==> config.mk <==
export PLATFORM = sky130hd
export DESIGN_NAME = ysyx_23060061_mem_arbiter
export DESIGN_NICKNAME = d
export VERILOG_FILES = /design/src/rtl/ysyx_23060061_mem_arbiter.sv
export SDC_FILE = /design/constraint.sdc
export NUM_CORES = 1
export LEC_CHECK = 0
export ABC_AREA = 1
export CAP_MARGIN = 5
export CORE_AREA = 5 5 137 139
export DETAILED_ROUTE_END_ITERATION = 8
export DIE_AREA = 0 0 142 144
export PLACE_DENSITY_LB_ADDON = 0.08
export SETUP_SLACK_MARGIN = 0.15
export SYNTH_ARGS = -nofsm -noshare
export SYNTH_HDL_FRONTEND = slang
export SYNTH_SLANG_ARGS = --single-unit
==> constraint.sdc <==
create_clock -name clk -period 1.6 [get_ports clk]
set_clock_uncertainty 0.15 [all_clocks]
set_input_delay 0.32 -clock clk [delete_from_list [all_inputs] [get_ports clk]]
set_output_delay 0.32 -clock clk [all_outputs]
set_load 0.02 [all_outputs]
==> src/rtl/ysyx_23060061_mem_arbiter.sv <==
// Two-master (IFU read-only, LSU read/write) to one-slave AXI4-Lite-style arbiter.
// Round-robin grant; one complete transaction per grant, channels routed combinationally.
module ysyx_23060061_mem_arbiter #(
    parameter int ADDR_W = 32,
    parameter int DATA_W = 32
) (
    input  logic                clk,
    input  logic                rst,
    // IFU read port
    input  logic [ADDR_W-1:0]   ifu_araddr,
    input  logic                ifu_arvalid,
    output logic                ifu_arready,
    output logic [DATA_W-1:0]   ifu_rdata,
    output logic                ifu_rresp,
    output logic                ifu_rvalid,
    input  logic                ifu_rready,
    // LSU read/write port
    input  logic [ADDR_W-1:0]   lsu_araddr,
    input  logic                lsu_arvalid,
    output logic                lsu_arready,
    output logic [DATA_W-1:0]   lsu_rdata,
    output logic                lsu_rresp,
    output logic                lsu_rvalid,
    input  logic                lsu_rready,
    input  logic [ADDR_W-1:0]   lsu_awaddr,
    input  logic                lsu_awvalid,
    output logic                lsu_awready,
    input  logic [DATA_W-1:0]   lsu_wdata,
    input  logic [DATA_W/8-1:0] lsu_wstrb,
    input  logic                lsu_wvalid,
    output logic                lsu_wready,
    output logic                lsu_bresp,
    output logic                lsu_bvalid,
    input  logic                lsu_bready,
    // memory slave port
    output logic [ADDR_W-1:0]   mem_araddr,
    output logic                mem_arvalid,
    input  logic                mem_arready,
    input  logic [DATA_W-1:0]   mem_rdata,
    input  logic                mem_rresp,
    input  logic                mem_rvalid,
    output logic                mem_rready,
    output logic [ADDR_W-1:0]   mem_awaddr,
    output logic                mem_awvalid,
    input  logic                mem_awready,
    output logic [DATA_W-1:0]   mem_wdata,
    output logic [DATA_W/8-1:0] mem_wstrb,
    output logic                mem_wvalid,
    input  logic                mem_wready,
    input  logic                mem_bresp,
    input  logic                mem_bvalid,
    output logic                mem_bready
);

    typedef enum logic [1:0] {IDLE, IFU_RD, LSU_RD, LSU_WR} state_t;

    state_t state_reg, state_next;
    logic   last_grant_reg, last_grant_next;   // 1 = LSU was granted last
    logic   aw_done_reg, aw_done_next;
    logic   w_done_reg, w_done_next;

    logic ifu_req, lsu_req, grant_lsu;
    logic aw_hs, w_hs;

    assign ifu_req   = ifu_arvalid;
    assign lsu_req   = lsu_arvalid | lsu_awvalid;
    // LSU wins when it is alone, or on a tie when the IFU had the last grant
    assign grant_lsu = lsu_req & (~ifu_req | ~last_grant_reg);
    assign aw_hs     = lsu_awvalid & ~aw_done_reg & mem_awready;
    assign w_hs      = lsu_wvalid & ~w_done_reg & mem_wready;

    always_ff @(posedge clk) begin
        if (rst) begin
            state_reg      <= IDLE;
            last_grant_reg <= 1'b1;
            aw_done_reg    <= 1'b0;
            w_done_reg     <= 1'b0;
        end else begin
            state_reg      <= state_next;
            last_grant_reg <= last_grant_next;
            aw_done_reg    <= aw_done_next;
            w_done_reg     <= w_done_next;
        end
    end

    always_comb begin
        state_next      = state_reg;
        last_grant_next = last_grant_reg;
        aw_done_next    = aw_done_reg;
        w_done_next     = w_done_reg;
        case (state_reg)
            IDLE: begin
                if (grant_lsu) begin
                    last_grant_next = 1'b1;
                    state_next      = lsu_arvalid ? LSU_RD : LSU_WR;
                end else if (ifu_req) begin
                    last_grant_next = 1'b0;
                    state_next      = IFU_RD;
                end
            end
            IFU_RD: if (mem_rvalid && ifu_rready) state_next = IDLE;
            LSU_RD: if (mem_rvalid && lsu_rready) state_next = IDLE;
            LSU_WR: begin
                if (aw_hs) aw_done_next = 1'b1;
                if (w_hs)  w_done_next  = 1'b1;
                if (mem_bvalid && lsu_bready) begin
                    state_next   = IDLE;
                    aw_done_next = 1'b0;
                    w_done_next  = 1'b0;
                end
            end
            default: state_next = IDLE;
        endcase
    end

    always_comb begin
        ifu_arready = 1'b0;
        ifu_rdata   = '0;
        ifu_rresp   = 1'b0;
        ifu_rvalid  = 1'b0;
        lsu_arready = 1'b0;
        lsu_rdata   = '0;
        lsu_rresp   = 1'b0;
        lsu_rvalid  = 1'b0;
        lsu_awready = 1'b0;
        lsu_wready  = 1'b0;
        lsu_bresp   = 1'b0;
        lsu_bvalid  = 1'b0;
        mem_araddr  = '0;
        mem_arvalid = 1'b0;
        mem_rready  = 1'b0;
        mem_awaddr  = '0;
        mem_awvalid = 1'b0;
        mem_wdata   = '0;
        mem_wstrb   = '0;
        mem_wvalid  = 1'b0;
        mem_bready  = 1'b0;
        case (state_reg)
            IFU_RD: begin
                mem_araddr  = ifu_araddr;
                mem_arvalid = ifu_arvalid;
                ifu_arready = mem_arready;
                ifu_rdata   = mem_rdata;
                ifu_rresp   = mem_rresp;
                ifu_rvalid  = mem_rvalid;
                mem_rready  = ifu_rready;
            end
            LSU_RD: begin
                mem_araddr  = lsu_araddr;
                mem_arvalid = lsu_arvalid;
                lsu_arready = mem_arready;
                lsu_rdata   = mem_rdata;
                lsu_rresp   = mem_rresp;
                lsu_rvalid  = mem_rvalid;
                mem_rready  = lsu_rready;
            end
            LSU_WR: begin
                // AW and W each handshake once; the done flags hide a still-held valid
                mem_awaddr  = lsu_awaddr;
                mem_awvalid = lsu_awvalid & ~aw_done_reg;
                lsu_awready = mem_awready & ~aw_done_reg;
                mem_wdata   = lsu_wdata;
                mem_wstrb   = lsu_wstrb;
                mem_wvalid  = lsu_wvalid & ~w_done_reg;
                lsu_wready  = mem_wready & ~w_done_reg;
                lsu_bresp   = mem_bresp;
                lsu_bvalid  = mem_bvalid;
                mem_bready  = lsu_bready;
            end
            default: ;
        endcase
    end

endmodule
After elaboration in Yosys (flattened, before gate mapping):

Cells that the tools add are included.

* reductions and logical operators: 11
* mux-type cells: 34
* bitwise logic cells: 13
* equality and inequality tests: 7

Operator list (count)
* two-way mux 32 bit: 4
* case mux 32 bit (2 select lines): 1
* two-way mux 1 bit: 20
* two-way mux 2 bit: 5
* case mux 2 bit (4 select lines): 1
* AND 1 bit: 7
* inequality test 2 bit (second input constant): 3
* AND reduction 2 bit: 3
* nonzero test 2 bit: 3
* == test 2 bit (second input constant): 2
* two-way mux 4 bit: 1
* inverter 1 bit: 4
* case mux 1 bit (2 select lines): 2
* AND reduction 4 bit: 1
* logical AND 1 bit: 3
* inequality test 3 bit (second input constant): 1
* == test 2 x 1 -> 1 bit (second input constant): 1
* zero test 2 bit: 1
* OR 1 bit: 2

* flip-flop bits (word level): 5
* bits of input ports: 180

Logic depth before layout (Yosys ltp):

Gate-level depths: netlist of the first run.

* depth in word-level cells: 5
* depth in mapped cells: 9
* gate-level depth less buffers: 8

Least setup slack after synthesis of the first run:

OpenSTA, ideal clock, no wires.

* path type: reg-to-output
* from: register state_reg[1]
* to: output mem_araddr[0]
* arrival time: 1.377 ns
* buffers on the path: 1
* stages on the path, launching flop included: 6
* data required time: 1.130 ns
* setup slack: -0.247 ns
* cells stage by stage: dfxtp_1 -> inv_1 -> ha_1 -> clkinv_1 -> clkbuf_1 -> a21oi_1

* cells in the longest elaborated chain, start to end: 2
* elaborated cells between the ends (all ways): 3

RTL lines
* start: declaration: line 57 `state_t state_reg, state_next;`
* start signal: assignment: line 79 `state_reg <= state_next;`
* == test 2 bit or == test 2 x 1 -> 1 bit (tied branches): line 138 `case (state_reg)`
* case mux 32 bit (2 select lines) *: line 138
* end: declaration: line 36 `output logic [ADDR_W-1:0] mem_araddr,`

Mark *: on every way between the ends. The rest lies on a longest branch, timed or not.

Worst setup path after layout of the first run:

* from: register state_reg[1]
* to: output mem_awaddr[3]

* cells in the longest elaborated chain, start to end: 2

RTL lines
* == test 2 bit: line 138
* two-way mux 32 bit: line 138
* end: declaration: line 43 `output logic [ADDR_W-1:0] mem_awaddr,`

Every way passes these cells.

==> results of run 1 <==
[cells by family (layout without fill, tap and decap cells)]
| kind of cell | after synthesis | after routing | share of synthesized area, % |
|---|---|---|---|
| adder cells (fa/ha/maj) | 4 | 4 | 2.49 |
| buffers and inverters | 176 | 600 | 35.0 |
| AND/OR/NAND/NOR | 244 | 244 | 47.8 |
| AO/OA/AOI/OAI | 39 | 39 | 9.73 |
| flip-flops | 5 | 5 | 4.99 |
[routing by layer]
metal  track usage, %  part of all wire, %  up-vias
met4             1.72                  1.4        0
li1                 -                    -     2137
met3             5.03                   11       17
met2             24.9                   55      229
met1             12.3                   33     1899
met5                0                    0        -
[stage by stage]
step	TNS [ns]	power, mW	cell area (µm²)	cells
final	-48.39	11.2	8320	1121
after detailed placement	-94.20	8.10	6500	1059
after global placement	-90.38	8.10	6500	1059
after floorplan	0	4.89	2510	468
after CTS	-58.84	8.83	6660	1067
after global routing	-58.30	11.9	8320	1121
[Yosys cell counts]
cell type,count,area [µm²]
sky130_fd_sc_hd__nor3b_1,1,7.51
sky130_fd_sc_hd__nor2_1,7,26.3
sky130_fd_sc_hd__inv_1,147,552
sky130_fd_sc_hd__nor3b_4,1,18.8
sky130_fd_sc_hd__a21oi_1,37,185
sky130_fd_sc_hd__o21ai_1,2,10.0
sky130_fd_sc_hd__buf_4,5,37.5
sky130_fd_sc_hd__nand2_2,1,6.26
sky130_fd_sc_hd__nor2_2,2,12.5
sky130_fd_sc_hd__nor2_4,1,11.3
sky130_fd_sc_hd__buf_2,19,95.1
sky130_fd_sc_hd__ha_1,4,50.1
sky130_fd_sc_hd__nand3_1,1,5.00
sky130_fd_sc_hd__clkbuf_1,3,11.3
sky130_fd_sc_hd__inv_2,1,3.75
sky130_fd_sc_hd__clkinv_1,1,3.75
sky130_fd_sc_hd__nand3_2,1,10.0
sky130_fd_sc_hd__dfxtp_1,5,100
sky130_fd_sc_hd__nand2_1,228,856
sky130_fd_sc_hd__nor3_1,1,5.00
[path summary, 6_finish.rpt]
| path | startpoint | end | slack, ns | cells after the start |
|---|---|---|---|---|
| min | last_grant_reg$_SDFFE_PP1P_ | last_grant_reg$_SDFFE_PP1P_ | 0.31 | 2 |
| max reg2reg | state_reg[1]$_SDFFE_PP0P_ | state_reg[1]$_SDFFE_PP0P_ | -0.12 | 11 |
| max | state_reg[1]$_SDFFE_PP0P_ | mem_awaddr[3] | -0.40 | 8 |
| min reg2reg | last_grant_reg$_SDFFE_PP1P_ | last_grant_reg$_SDFFE_PP1P_ | 0.31 | 2 |
[critical path, cell delays in order (launching register included)]
cell and delay (ns):
sky130_fd_sc_hd__dfxtp_4 0.37, sky130_fd_sc_hd__ha_4 0.18, sky130_fd_sc_hd__buf_12 0.14, sky130_fd_sc_hd__buf_12 0.13
sky130_fd_sc_hd__clkbuf_16 0.15, sky130_fd_sc_hd__buf_12 0.12, sky130_fd_sc_hd__nand2_4 0.04, sky130_fd_sc_hd__inv_2 0.03
sky130_fd_sc_hd__buf_6 0.12
[power groups by stage]
| stage | clock, mW | combinational [mW] | sequential (mW) |
|---|---|---|---|
| floorplan | 0 | 4.69 | 0.203 |
| global placement | 0 | 7.89 | 0.209 |
| detailed placement | 0 | 7.89 | 0.212 |
| CTS | 0.427 | 8.15 | 0.253 |
| global route | 0.441 | 11.2 | 0.261 |
| finish | 0.422 | 10.6 | 0.255 |
[timing repair]
item / 4_1_cts / 5_1_grt
cloned: 3 / 13
pin swaps: 1 / 16
setup buffers: 1 / 41
resized for setup: 604 / 775
endpoints found under the setup margin: 183 / 183
[area by class of cell]
| type | instances | share of cell area (%) |
|---|---|---|
| inverters | 149 | 7.02 |
| well taps | 229 | 3.44 |
| clock buffers | 4 | 0.948 |
| repair buffers | 447 | 59.4 |
| multi-input cells | 287 | 27.9 |
| flip-flops and latches | 5 | 1.29 |
==> results_tabular.tex, run 1 <==
\begin{tabular}{lr}
\hline
Metric & Value \\
\hline
\multicolumn{2}{l}{\textbf{Synthesis}} \\
Area of the mapped netlist & 0.00201 mm² \\
Number of warning messages in the yosys log & 0 \\
Avg Cell Area, Syn & about 4.3 µm² \\
FF+latch count, synth & 5 \\
Post-synthesis instance total & 468 \\
Count of cell types in the netlist & 20 \\
Post-Syn Nets & $\sim$650 \\
Sequential cell area fraction in the yosys report & 4.99\% \\
\multicolumn{2}{l}{\textbf{Global routing}} \\
Number of antenna violations at the first check in global routing & 0 \\
Largest net degree at the start of global routing & 43 \\
Overflow left after global routing & 0 \\
Aggregate global-route resource usage & 12.5\% \\
Via count of the first global-routing pass & 3936 \\
First-pass GRT wire length & 20500 µm \\
\multicolumn{2}{l}{\textbf{Timing}} \\
Number of failing hold endpoints at the final stage & 0 \\
Minimum setup slack in the final design & -0.397 ns \\
Number of setup violations in the final report & $\sim$180 \\
Slew @ Worst Pin & 0.224 ns \\
Setup repair after global routing missed its margin & yes \\
Min Hold Slack & 0.311 ns \\
Final Max Tran Viols & 0 \\
Worst-case headroom to the max-slew limit & roughly 85\% \\
Fmax achieved & 501 MHz \\
Final period utilization & 125\% \\
Minimum clock period & 2.00 ns \\
\multicolumn{2}{l}{\textbf{Clocking}} \\
Clock slew seen by the registers of the worst setup and hold paths & 0.03 ns \\
Count of hold buffers inserted by post-cts repair & 0 \\
Clock Latency Late Sink & 0.23 ns \\
Clock Root Buffer & sky130\_fd\_sc\_hd\_\_clkbuf\_16 \\
Max Buffers Root-to-Sink & 2 \\
CTS H-Tree Depth & 1 \\
Clock Sink Count & 5 \\
TritonCTS clock tree & done \\
Clock buffer count from CTS & 3 \\
\multicolumn{2}{l}{\textbf{Finish}} \\
Commonest cells after routing, fill and taps aside & sky130\_fd\_sc\_hd\_\_clkdlybuf4s50\_1 (178), sky130\_fd\_sc\_hd\_\_buf\_6 (173), sky130\_fd\_sc\_hd\_\_inv\_2 (128) \\
Final core occ & 47.4\% \\
N\_diodes & 0 \\
Most frequent standard cell in the layout excluding fill and tap cells & sky130\_fd\_sc\_hd\_\_clkdlybuf4s50\_1 \\
Fraction of final layout cells sized beyond drive strength 1 & 65.5\% \\
Number of fill cells in the layout & 1695 \\
Max FFs per register & 2 \\
Flip-flop and latch area & 108 µm² \\
Layout net count & between 1000 and 1500 \\
Multi-input gate area & between 0.002 and 0.0025 mm² \\
Area growth from synthesis to layout & 314\% \\
\multicolumn{2}{l}{\textbf{Floorplanning}} \\
Starting density of the core & 11.4\% \\
Top-level I/O count & roughly 360 \\
Die width & 142 µm \\
Area of the core & about 0.018 mm² \\
Vert. Die Dim & 144 µm \\
Num rows & a little under 50 \\
Die outline area & 0.0204 mm² \\
\multicolumn{2}{l}{\textbf{Status}} \\
Status & complete, but fails checks \\
Violated checks & negative setup slack \\
\multicolumn{2}{l}{\textbf{Setup path}} \\
Endpoint required time on the critical path & between 1 and 1.5 ns \\
Critical path launch point type & flop \\
Startpoint-to-endpoint class of the critical path & flop to output pin \\
Data arrival time at the worst-slack endpoint & 1.53 ns \\
Critical Path End Type & output pin \\
Worst Path Max Fanout & 6 \\
\multicolumn{2}{l}{\textbf{Routing}} \\
Vias per std cell & 3.82 \\
Routed wire length & 16400 µm \\
Vias after detailed routing & about 4300 \\
Number of DRC violations after detailed routing & 0 \\
Post-route ant nets & 0 \\
First-pass DRT Iterations & 4 \\
Number of violations reported at the end of detailed-routing iteration 0 & 60 \\
Wire length per cell & 14.7 µm \\
\multicolumn{2}{l}{\textbf{Power}} \\
Cell-internal power & 5.70 mW \\
Leakage power & 4.58 nW \\
Worst IR Drop VDD & 0.636 mV \\
Clk network pwr share & 3.8\% \\
Switching power share of the total & 49.3\% \\
Power share of the combinational group & 94.0\% \\
Areal power density over the cells & 1350 mW/mm² \\
Relative contribution of sequential cells to total power & under 10\% \\
Net Switching & around 5.5 mW \\
\multicolumn{2}{l}{\textbf{Min path}} \\
Hold Path Class & flop to flop \\
\multicolumn{2}{l}{\textbf{Place}} \\
Placed wire-length estimate after detailed placement & 12200 µm \\
Quantity of I/O buffers inserted on ports & between 300 and 400 \\
Final RePlAce weighted congestion & 0.863 \\
Setup slack after placement & -0.638 ns \\
\multicolumn{2}{l}{\textbf{Job}} \\
\# Max-Cap Violations & 0 \\
\hline
\end{tabular}
No activity file was read; power rests on OpenSTA's default activity.
==> run 2: changes to the inputs <==
- ABC_CLOCK_PERIOD_IN_PS: default -> 1600
==> results of run 2 <==
The final DEF is identical to that of run 1; final timing and power are the same.
